===== src/rtl/regfile_cmd_ctrl.sv =====
// regfile_cmd_ctrl: command-driven initiator for a 2-read/1-write register file.
module regfile_cmd_ctrl #(
    parameter int WIDTH = 32,
    parameter int AW    = 5
) (
    input  logic             clock,
    input  logic             reset_n,
    input  logic             cmd_valid,
    output logic             cmd_ready,
    input  logic [2:0]       cmd_op,
    input  logic [AW-1:0]    cmd_a,
    input  logic [AW-1:0]    cmd_b,
    input  logic [WIDTH-1:0] cmd_data,
    output logic             resp_valid,
    input  logic             resp_ready,
    output logic [WIDTH-1:0] resp_data0,
    output logic [WIDTH-1:0] resp_data1,
    output logic             resp_last,
    output logic             busy,
    output logic             we3,
    output logic [AW-1:0]    wa3,
    output logic [WIDTH-1:0] wd3,
    output logic [AW-1:0]    ra1,
    output logic [AW-1:0]    ra2,
    input  logic [WIDTH-1:0] rd1,
    input  logic [WIDTH-1:0] rd2
);
    typedef enum logic [2:0] {S_IDLE, S_WR, S_RD, S_CP, S_CLR, S_DMP} state_t;
    localparam logic [AW-1:0] LAST_ADDR = '1;
    localparam logic [AW-1:0] LAST_BEAT = {1'b0, {(AW-1){1'b1}}};
    state_t state_q, state_d;
    logic [AW-1:0] a_q, a_d, b_q, b_d, cnt_q, cnt_d;
    logic [WIDTH-1:0] data_q, data_d;
    logic we;
    always_comb begin
        state_d = state_q;
        a_d = a_q;
        b_d = b_q;
        data_d = data_q;
        cnt_d = cnt_q;
        we = 1'b0;
        wa3 = '0;
        wd3 = '0;
        ra1 = '0;
        ra2 = '0;
        resp_valid = 1'b0;
        resp_last = 1'b0;
        case (state_q)
            S_IDLE: if (cmd_valid && cmd_ready) begin
                a_d = cmd_a;
                b_d = cmd_b;
                data_d = cmd_data;
                cnt_d = (cmd_op == 3'b100) ? AW'(1) : '0;
                case (cmd_op)
                    3'b001:  state_d = S_WR;
                    3'b010:  state_d = S_RD;
                    3'b011:  state_d = S_CP;
                    3'b100:  state_d = S_CLR;
                    3'b101:  state_d = S_DMP;
                    default: state_d = S_IDLE;
                endcase
            end
            S_WR: begin
                we = 1'b1;
                wa3 = a_q;
                wd3 = data_q;
                state_d = S_IDLE;
            end
            S_RD: begin
                ra1 = a_q;
                ra2 = b_q;
                resp_valid = 1'b1;
                resp_last = 1'b1;
                state_d = resp_ready ? S_IDLE : S_RD;
            end
            S_CP: begin
                ra1 = b_q;
                we = 1'b1;
                wa3 = a_q;
                wd3 = rd1;
                state_d = S_IDLE;
            end
            S_CLR: begin
                we = 1'b1;
                wa3 = cnt_q;
                cnt_d = (cnt_q == LAST_ADDR) ? '0 : cnt_q + AW'(1);
                state_d = (cnt_q == LAST_ADDR) ? S_IDLE : S_CLR;
            end
            S_DMP: begin
                ra1 = {cnt_q[AW-2:0], 1'b0};
                ra2 = {cnt_q[AW-2:0], 1'b1};
                resp_valid = 1'b1;
                resp_last = (cnt_q == LAST_BEAT);
                if (resp_ready) begin
                    cnt_d = resp_last ? '0 : cnt_q + AW'(1);
                    state_d = resp_last ? S_IDLE : S_DMP;
                end
            end
            default: state_d = S_IDLE;
        endcase
    end
    // Gating with reset_n keeps a write from landing on the edge that aborts the operation.
    assign we3 = we & reset_n;
    assign cmd_ready = (state_q == S_IDLE) & reset_n;
    assign busy = (state_q != S_IDLE);
    assign resp_data0 = rd1;
    assign resp_data1 = rd2;
    always_ff @(posedge clock) begin
        if (!reset_n) begin
            state_q <= S_IDLE;
            a_q <= '0;
            b_q <= '0;
            data_q <= '0;
            cnt_q <= '0;
        end else begin
            state_q <= state_d;
            a_q <= a_d;
            b_q <= b_d;
            data_q <= data_d;
            cnt_q <= cnt_d;
        end
    end
endmodule

===== config.mk =====
export PLATFORM = sky130hd
export DESIGN_NAME = regfile_cmd_ctrl
export DESIGN_NICKNAME = d
export VERILOG_FILES = /design/src/rtl/regfile_cmd_ctrl.sv
export SDC_FILE = /design/constraint.sdc
export NUM_CORES = 1
export LEC_CHECK = 0
export BUFFER_PORTS_ARGS = -buffer_cell sky130_fd_sc_hd__clkbuf_2
export CORE_UTILIZATION = 33
export DETAILED_ROUTE_END_ITERATION = 6
export HOLD_SLACK_MARGIN = 0.1
export PLACE_DENSITY = 0.76
export SYNTH_ARGS = -nofsm -noshare
export SYNTH_HDL_FRONTEND = slang
export SYNTH_SLANG_ARGS = --single-unit

===== constraint.sdc =====
create_clock -name clock -period 2.2 [get_ports clock]
set_clock_uncertainty 0.15 [all_clocks]
set_input_delay 0.22 -clock clock [delete_from_list [all_inputs] [get_ports clock]]
set_output_delay 0.22 -clock clock [all_outputs]
set_load 0.02 [all_outputs]

### Word-level counts from Yosys, hierarchy flattened

Index checks and enable logic that the tools add are counted.

| word-level totals | value |
|---|---|
| output and inout bits | 116 |
| flip-flop bits (word level) | 50 |
| input bits | 113 |
| logic and storage cells | 52 |

| operators by class | value |
|---|---|
| add/sub/neg operators | 1 |
| mux-type cells | 20 |
| bitwise logic cells | 2 |
| reduce and logical (&&, ||, !) cells | 10 |
| equality and inequality tests | 14 |

Operators by type and width:

| kind | count |
|---|---|
| one-hot mux 32 bit (2 select lines) | 1 |
| one-hot mux 5 bit (3 select lines) | 2 |
| two-way mux 5 bit | 4 |
| one-hot mux 5 bit (2 select lines) | 2 |
| one-hot mux 3 bit (5 select lines) | 1 |
| == test 3 x 2 -> 1 bit, second input constant | 4 |
| == test 3 bit, second input constant | 4 |
| two-way mux 3 bit | 4 |
| one-hot mux 3 bit (4 select lines) | 1 |
| == test 3 x 1 -> 1 bit, second input constant | 2 |
| nonzero test 3 bit | 2 |
| adder 5 x 1 -> 5 bit, second input constant | 1 |
| == test 5 x 4 -> 1 bit, second input constant | 1 |
| == test 5 bit, second input constant | 1 |
| inequality test 2 bit, second input constant | 2 |
| AND reduction 2 bit | 2 |
| OR reduction 2 bit | 2 |
| zero test 3 bit | 1 |
| two-way mux 1 bit | 3 |
| AND reduction 3 bit | 1 |
| OR reduction 3 bit | 1 |
| AND 1 bit | 2 |
| two-way mux 2 bit | 1 |
| one-hot mux 1 bit (2 select lines) | 1 |
| logical AND 1 bit | 1 |

### Depth between registers and ports, before layout

Gate-level depths: netlist (run 1).

| depth | value |
|---|---|
| depth in word-level cells | 5 |
| gate-level depth with buffers | 8 |

### Worst setup path after synthesis (run 1)

Ideal clock, no wire load.

| timing | value |
|---|---|
| path kind | register to register |
| from | reg cnt_q[0] |
| to | reg cnt_q[2] |
| period minus slack after synthesis | 1861 ps |
| setup time | 60 ps |
| path slack | 339 ps |
| cell stages (with the launch flop) | 8 |
| arrival | 1650 ps |
| cells stage by stage | dfxtp_1 ha_1 and3_1 ha_1 nor2b_1 a211o_1 nor3b_2 a32o_1 |

| on the way | value |
|---|---|
| cells in the longest elaborated chain, start to end | 4 |

RTL lines:

| what | line | source |
|---|---|---|
| from (decl) | 32 | `logic [AW-1:0] a_q, a_d, b_q, b_d, cnt_q, cnt_d;` |
| from (signal assigned) | 120 | `cnt_q <= cnt_d;` |
| adder 5 x 1 -> 5 bit or == test 5 x 4 -> 1 bit (tied branches) | 86, 95, 93 |  |
| two-way mux 5 bit | 95 | `cnt_d = resp_last ? '0 : cnt_q + AW'(1);` |
| two-way mux 5 bit | 94 | `if (resp_ready) begin` |
| one-hot mux 5 bit (3 select lines) * | 48 | `case (state_q)` |

Mark *: on every way between the ends. The rest lies on a longest branch, timed or not. The select of a mux whose other input is x is not followed.
A chain may end at the register's enable or synchronous reset.

### Final worst setup path (run 1)

| timing | value |
|---|---|
| from | reg state_q[1] |
| to | out ra1[2] |

| on the way | value |
|---|---|
| cells in the longest elaborated chain, start to end | 2 |

RTL lines:

| what | line | source |
|---|---|---|
| from (decl) | 31 | `state_t state_q, state_d;` |
| from (signal assigned) | 116 | `state_q <= state_d;` |
| == test 3 bit or == test 3 x 2 -> 1 bit (tied branches) | 48 |  |
| one-hot mux 5 bit (3 select lines) * | 48 |  |
| to (decl) | 23 | `output logic [AW-1:0] ra1,` |

Mark *: on every way between the ends. The rest lies on a longest branch, timed or not.

==> flow_results.org, run 1 <==
** Placed design
- Weighted congestion at the end of routability-driven global placement :: about 0.9
- Input and output buffers added on the ports amount to approximately 160.
- Estimated wirelength of the detail-placed design :: 7290 um

** Synthesis
- The netlist uses 44 different library cells.
- Count of yosys warnings during synthesis :: 0
- Synthesis produced slightly above 400 cells.
- Yosys mapped a number of flops with a built-in enable equal to 0.
- Synth Net Count :: 528
- Share of synthesized area occupied by flip-flops and latches :: 0.311
- Mean area per synthesized cell :: between 7 and 8 um^2
- Counting flops with an async set or reset pin after synthesis yields a share of 0.
- Register bit count reported by yosys :: 50
- In this run the cell area of the synthesized design comes to between 3000 and 4000 um^2.
- Of the post-synthesis cell area, the dominant cell type holds 0.311.
- Among all flip-flop cells after synthesis, the most frequent one is sky130_fd_sc_hd__dfxtp_1.
- Cell type with the largest total area after synthesis :: sky130_fd_sc_hd__dfxtp_1
- Cells taking the most area after synthesis :: sky130_fd_sc_hd__dfxtp_1 31%, sky130_fd_sc_hd__buf_4 17%, sky130_fd_sc_hd__nand2_1 11%

** Clock tree
- Clock-pin slew was measured on the worst setup and hold paths at ~0.1 ns.
- Clock Sink Count :: 50
- TritonCTS built the clock tree.
- The cell sitting at the root of the clock tree is a sky130_fd_sc_hd__clkbuf_8.
- CTS H-tree depth :: 2
- Clock buffers created by TritonCTS :: 5
- At the later pin of the worst-skew pair, clock insertion delay measures 0.30 ns.
- In this run the deepest clock path goes through 2 buffers.

** Global route
- The first global-routing pass estimated around 15000 um of wire.
- Initial antenna violation count :: 0
- Vias in the first global route :: ~3200
- For this run the aggregate overflow at the end of global routing stands at 0.
- Overall Global Routing Usage :: 0.197
- Maximum number of pins on one net before global-route repair :: 34

** Die
- Starting density of the core :: 0.345
- From left edge to right edge, the die measures about 100 um.
- Vertical extent of the die :: 101 um
- The floorplan step defined a die boundary enclosing between 10000 and 15000 um^2.
- Top-level I/O count :: around 230
- Core Area :: 9330 um^2
- Placement Rows :: 35

** Setup path
- Worst endpoint data arrival time :: ~1.7 ns
- The critical path is of the reg -> out type.
- Reg-to-reg setup timing slack :: approximately 0.19 ns
- STA classifies the critical path startpoint as a register.
- Critical path capture point type :: output pin
- Cell at the slowest stage of the critical path :: sky130_fd_sc_hd__dfxtp_2
- Worst-path maximum fanout :: 12
- FF-to-FF Start :: cnt_q[0]$_SDFFE_PN0P_
- For the worst setup path, the data required time is 1.83 ns.
- Crit path largest cell delay :: between 0.5 and 0.6 ns
- Critical register-to-register path endpoint :: cnt_q[2]$_SDFFE_PN0P_
- Worst Reg-to-Reg Cells :: 7
- Traced cell by cell, the critical path runs through nor2b_1 -> a22oi_1 -> o21ai_0 -> clkbuf_2.

** Layout
- Layout cell share with drive strength beyond 1 :: 0.372
- Layout net count :: between 600 and 700
- From synthesis to final layout, the design area changed by 31.0%.
- Most used cells in the layout excluding fill and tap cells :: 164 x sky130_fd_sc_hd__clkbuf_2, 97 x sky130_fd_sc_hd__nand2_1, 46 x sky130_fd_sc_hd__dfxtp_1
- The repair_antennas step left the layout with diodes totalling 0.
- The layout has 933 filler cells.
- The library cell used most frequently in the layout, excluding fill and tap cells, is sky130_fd_sc_hd__clkbuf_2.

** STA
- Final period util :: 0.953
- Final Hold Viols :: 0
- Min Clock Period, post-route :: between 2 and 2.5 ns
- Headroom to the max-slew limit :: 0.708
- For the pin with the worst max-slew slack, the measured transition is roughly 0.44 ns.
- Setup repair after global routing missed its margin :: no
- Adding up every negative setup slack in the final design gives 0 ns.
- Static timing analysis puts the maximum clock frequency at roughly 0.48 GHz.
- Setup violations remaining at the end of the flow were counted as 0.
- The number of max-slew violations in the final report came to 0.

** Power and ir drop
- Worst ir drop on vdd :: ~0.00025 V
- Of the total power, the share spent switching nets is 0.293.
- The share of total power dissipated in the clock network is 0.307.
- P_leak :: 2.14 nW
- Of the total power, combinational logic draws 0.218.
- Sequential share of power :: 0.475
- The completed layout was analyzed and its total power is around 2.2 mW.
- Power Dens Cells :: 513 nW/um^2
- Internal Dissipation :: approximately 1.5 mW
- For this design the total switching power over the nets is around 0.63 mW.

** Route
- Average via count per standard cell :: around 5.0
- After detailed routing, the number of remaining DRC violations is 0.
- Number of detailed-routing iterations run before antenna repair :: 4
- In this run the remaining antenna-violating nets after routing total 0.
- The routed layout has around 3300 vias.
- Average wire per standard cell :: 15.3 um
- Final Routed Wirelength :: around 10000 um
- Number of DRC markers after the initial detailed-route iteration :: 122

** Min path
- HP Start :: cmd_op[0]
- The worst hold path terminates at cnt_q[0]$_SDFFE_PN0P_.
- Min-Delay Path Class :: in -> reg
- The worst hold path passes through 3 cells.

** Run status
- The flow ran to the end, and the final reports show no timing, DRC or antenna violations.

** Run
- Max_cap viols :: 0
state kept, by name (all words and copies together) (netlist names):
| register | count |
|---|---|
| state_q | 3 |
| data_q | 32 |
| a_q | 5 |
| b_q | 5 |
| cnt_q | 5 |
layer usage:
layer,vias up,wire length [um],GRT usage
li1,1598,-,-
met1,1551,3910,0.221
met2,168,5400,0.370
met3,24,670,0.0298
met4,2,257,0.0769
met5,-,6,0
what timing repair did:
action                     in CTS  in global routing
cloned                          0                  1
hold endpoints to repair       44                  0
gates resized for setup         5                  7
buffers inserted                0                  0
hold buffers                   43                  0
pin swaps                       0                  0
setup endpoints to repair      44                  9
logic make-up after synthesis:
family,count (synthesis),synth area share
simple gates,178,0.257
buf+inv,100,0.223
compound gates,71,0.175
flops,50,0.311
fa+ha+maj,7,0.0272
mux,2,0.00622
worst max path at each step:
stage / startpoint / endpoint
5_1_grt: state_q[1]$_SDFFE_PN0P_ / ra1[1]
2_1_floorplan: cnt_q[0]$_SDFFE_PN0P_ / cnt_q[2]$_SDFFE_PN0P_
3_5_place_dp: cnt_q[0]$_SDFFE_PN0P_ / cnt_q[2]$_SDFFE_PN0P_
4_1_cts: state_q[0]$_SDFFE_PN0P_ / wd3[0]
3_3_place_gp: cnt_q[0]$_SDFFE_PN0P_ / cnt_q[2]$_SDFFE_PN0P_
6_report: state_q[1]$_SDFFE_PN0P_ / ra1[2]
power groups by stage:
stage / combinational [mW] / sequential [mW] / clock [mW]
after global routing: 0.518 / 1.04 / 0.722
after global placement: 0.400 / 1.04 / 0
after CTS: 0.471 / 1.03 / 0.693
after floorplan: 0.378 / 1.03 / 0
after detailed placement: 0.406 / 1.05 / 0
final: 0.471 / 1.03 / 0.663
area by class of cell:
type / count / area, um^2 / share of cell area
multi-input cells: 258 / 1520 / 0.361
repair buffers: 219 / 1390 / 0.330
flip-flops and latches: 50 / 1010 / 0.239
well taps: 129 / 161 / 0.0383
clock buffers: 5 / 68.8 / 0.0163
clock inverters: 3 / 43.8 / 0.0104
inverters: 6 / 22.5 / 0.00534
Yosys cell counts, types with 3 or more instances:
cell / n
sky130_fd_sc_hd__nor2b_1: 3
sky130_fd_sc_hd__a22o_1: 36
sky130_fd_sc_hd__nand2b_1: 6
sky130_fd_sc_hd__buf_8: 5
sky130_fd_sc_hd__o21ai_1: 3
sky130_fd_sc_hd__a21boi_1: 3
sky130_fd_sc_hd__buf_4: 71
sky130_fd_sc_hd__buf_2: 11
sky130_fd_sc_hd__nand2_1: 97
sky130_fd_sc_hd__inv_1: 5
sky130_fd_sc_hd__and2_1: 3
sky130_fd_sc_hd__ha_1: 7
sky130_fd_sc_hd__a22oi_1: 4
sky130_fd_sc_hd__a32o_1: 5
sky130_fd_sc_hd__nor2_1: 7
sky130_fd_sc_hd__clkbuf_1: 3
sky130_fd_sc_hd__buf_1: 3
sky130_fd_sc_hd__and3_1: 3
sky130_fd_sc_hd__nand3_1: 46
sky130_fd_sc_hd__o21ai_0: 9
sky130_fd_sc_hd__dfxtp_1: 50
through the flow:
stage / hold slack [ns] / util / setup WS, ns / cells / instance area, um^2
2_1_floorplan: 0.169 / - / 0.339 / 408 / 3220
3_3_place_gp: 0.253 / 0.388 / 0.212 / 618 / 3620
3_5_place_dp: 0.258 / 0.388 / 0.178 / 618 / 3620
4_1_cts: 0.188 / 0.448 / 0.00429 / 669 / 4180
5_1_grt: 0.189 / 0.452 / 0.00278 / 670 / 4220
6_report: 0.184 / 0.452 / 0.103 / 670 / 4220
critical path, delay by kind of cell (launching register included):
family	cells	cell delay [ns]
buffers and inverters	1	0.21
flip-flops	1	0.52
AO/OA/AOI/OAI	2	0.36
AND/OR/NAND/NOR	1	0.33
Power figures use the tool's default switching activity.
==> inputs of run 2 (changes only) <==
--- a/config.mk
+++ b/config.mk
@@ -9,7 +9,7 @@
 export CORE_UTILIZATION = 33
 export DETAILED_ROUTE_END_ITERATION = 6
 export HOLD_SLACK_MARGIN = 0.1
-export PLACE_DENSITY = 0.76
+export PLACE_DENSITY = 0.67
 export SYNTH_ARGS = -nofsm -noshare
 export SYNTH_HDL_FRONTEND = slang
 export SYNTH_SLANG_ARGS = --single-unit
==> flow_results.org, run 2 (synthesized netlist as in run 1, its figures left out) <==
** Run status
- The flow ran to the end, and the final reports show no timing, DRC or antenna violations.

** Min path
- HP Start :: cmd_op[0]
- For hold timing, the worst endpoint is cnt_q[0]$_SDFFE_PN0P_.
- Instance count along the most critical hold path :: 3 (unchanged)
- Min-Delay Path Class :: in -> reg

** Run
- Max_cap viols :: 0 (unchanged)

** Power and ir drop
- The leakage power total was 2.13 nW (-0.66%).
- The total power of the final layout is 2.12 mW (-1.7%).
- Worst ir drop on vdd :: 0.000210 V (-16%)
- Power Dens Cells :: 509 nW/um^2 (-0.65%)

** Route
- Drt drc :: 0 (unchanged)
- The via-per-instance ratio is 4.80 (-3.8%).
- The detailed router's first-iteration violation count was 72 (-41%).
- The iteration count of the initial detailed-routing pass was 4 (unchanged).
- Average wire per standard cell :: 13.6 um (-11%)
- Final Routed Wirelength :: 9140 um (-11%)
- Post-route ant nets :: 0 (unchanged)
- The via count came to 3215 (-3.8%).

** Setup path
- Tracing the worst setup path back leads to its startpoint at state_q[1]$_SDFFE_PN0P_.
- The largest incremental delay on the critical path came to 0.39 ns (-0.13 ns).
- In this run the critical register-to-register path is launched from cnt_q[0]$_SDFFE_PN0P_.
- Critical path data required time :: 1.83 ns (about the same)
- The worst setup path is launched from a register.
- Worst endpoint data arrival time :: 1.69 ns (-0.04 ns)
- For this design, the slowest cell found on the critical path is sky130_fd_sc_hd__dfxtp_2.
- The worst reg2reg path depth is 7 (unchanged).
- Critical register-to-register path endpoint :: cnt_q[2]$_SDFFE_PN0P_
- Reg-to-reg setup timing slack :: 0.20 ns (about the same)
- The count of buffer and inverter cells on the critical path came to 3 (+2).
- The worst setup path is captured at an output pin.
- The largest fanout on the critical path is 32 (+20).
- The signal on the critical path passes through buf_4 -> nor3_4 -> buf_6 -> a22o_1 -> clkbuf_2.
- In this design, the largest share of critical-path delay is due to buffers and inverters.
- The setup path with the least slack is of type reg -> out.

** Layout
- Ranked by flip-flop count, first place goes to data_q.
- The ratio of cells with drive above 1 in the final layout is 0.362 (-0.00924).
- Post-Route Utilization :: 0.447 (-0.00483)
- The number of fill cells in the layout was 947 (+1.5%).
- The post-layout net count came to 660 (unchanged).
- Leaving out fill and tap cells, the most frequent cell in the layout is sky130_fd_sc_hd__clkbuf_2.
- Most used cells in the layout excluding fill and tap cells :: 164 x sky130_fd_sc_hd__clkbuf_2, 97 x sky130_fd_sc_hd__nand2_1, 47 x sky130_fd_sc_hd__dfxtp_1
- Register area :: 1000 um^2 (-0.12%)
- Area taken by multi-input logic gates :: 1520 um^2 (-0.25%)
- The area growth from synthesis to layout is 29.6%.
- The flip-flop count of the largest register after layout is 32 (unchanged).
- Final Cell Area :: 4170 um^2 (-1.1%)
- Antenna cell count :: 0 (unchanged)

** Die
- Core Area :: 9330 um^2 (unchanged)
- The total die area came to 10200 um^2 (unchanged).
- The number of placed I/O pins is 229 (unchanged).
- Starting density of the core :: 0.345 (unchanged)
- The count of standard-cell rows was 35 (unchanged).
- Vertical extent of the die :: 101 um (unchanged)
- The die outline width is 101 um (unchanged).

** Placed design
- The total half-perimeter wirelength after legalization and detailed placement came to 6310 um (-13%).
- Area of placed instances :: 3610 um^2 (-0.38%)
- The number of input and output port buffers inserted is 164 (unchanged).
- The final weighted congestion of routability-driven global placement came to 0.859 (-6.2%).

** Global route
- The largest net degree at the start of global routing came to 43 (+26%).
- The overall track demand over capacity in global routing is 0.176 (-0.0212).
- Global-route wire length before repair :: 14300 um (-7.7%)
- Global-route congestion overflow total :: 0 (unchanged)
- Initial antenna violation count :: 0 (unchanged)
- Vias in the first global route :: 3108 (-1.5%)

** Clock tree
- The maximum buffer depth of the clock tree was 2 (unchanged).
- Clock latency on the worst-skew pair :: 0.30 ns (about the same)
- The CTS sink count was 50 (unchanged).
- The number of buffers added by the clock tree synthesis step is 5 (unchanged).
- Clock tree root driver cell :: sky130_fd_sc_hd__clkbuf_8
- CTS H-tree depth :: 2 (unchanged)
- TritonCTS built the clock tree.
- The clock-pin slew on the worst setup and hold paths came to 0.09 ns (about the same).

** STA
- The slew at the pin closest to its max-slew limit was 0.465 ns (+0.0280 ns).
- The fraction of the cycle the final worst path needs came to 0.939 (-0.0148).
- Fmax :: 0.484 GHz (+1.6%)
- Final Hold Viols :: 0 (unchanged)
- Final setup violation count :: 0 (unchanged)
- The worst hold slack came to 0.173 ns (-0.0112 ns).
- The setup total negative slack is 0 ns (unchanged).
- The number of max-slew violations in the final report is 0 (unchanged).
- Headroom to the max-slew limit :: 0.690 (-0.0173)
- Min Clock Period, post-route :: 2.06 ns (-0.0326 ns)
- Setup repair after global routing left no endpoint under its margin.
[run 2: cell types whose count changed in the layout (fill, tap and decap cells not counted), sizes merged]
cell | before | now
buf | 11 | 12
clkbuf | 170 | 171
clkinv | 1 | 0
inv | 7 | 6
[run 2: where the power goes]
group	switching [mW]	internal, mW	total, mW
sequential	0.0469	0.975	1.02
clock	0.303	0.341	0.643
combinational	0.252	0.208	0.460
[run 2: layout make-up]
cell class              instances  area share
flip-flops and latches         50       0.241
clock buffers                   7      0.0183
multi-input cells             258       0.364
clock inverters                 1     0.00720
repair buffers                219       0.325
well taps                     129      0.0387
inverters                       6     0.00540
[run 2: worst max path at each step]
stage,to,slack (ns),cells after the start
CTS,wd3[21],0.002,6
floorplan,cnt_q[2]$_SDFFE_PN0P_,0.34,7
detailed placement,cnt_q[2]$_SDFFE_PN0P_,0.21,7
finish,wd3[22],0.14,5
global route,resp_last,0.02,5
global placement,cnt_q[2]$_SDFFE_PN0P_,0.26,7
[run 2: timing repair]
action                                  CTS  global route
gates cloned                              0             0
pin swaps                                 0             1
endpoints found under the setup margin   10            42
setup buffers                             0             1
hold endpoints to repair                 43             0
hold buffers                             43             0
gates resized for setup                   2             6
[run 2: worst register-to-register path: stages (launching register included)]
cell                      delay, ns
sky130_fd_sc_hd__dfxtp_2       0.36
sky130_fd_sc_hd__ha_1          0.22
sky130_fd_sc_hd__and3_1        0.23
sky130_fd_sc_hd__ha_1          0.20
sky130_fd_sc_hd__nor2b_1       0.14
sky130_fd_sc_hd__a211o_1       0.27
sky130_fd_sc_hd__nor3b_2       0.18
sky130_fd_sc_hd__a32o_1        0.18
[run 2: per-layer routing]
metal	vias to the layer above	global-route usage	wire, um
met1	1467	0.199	3800
met5	-	0	0
met2	138	0.336	4710
met4	0	0.0412	74
met3	16	0.0347	552
li1	1594	-	-
[run 2: metrics by stage]
stage / worst slack, ns / std cells
after floorplan: 0.339 / 408
after global placement: 0.263 / 618
after detailed placement: 0.209 / 618
after CTS: 0.00183 / 669
after global routing: 0.0193 / 670
final: 0.135 / 670
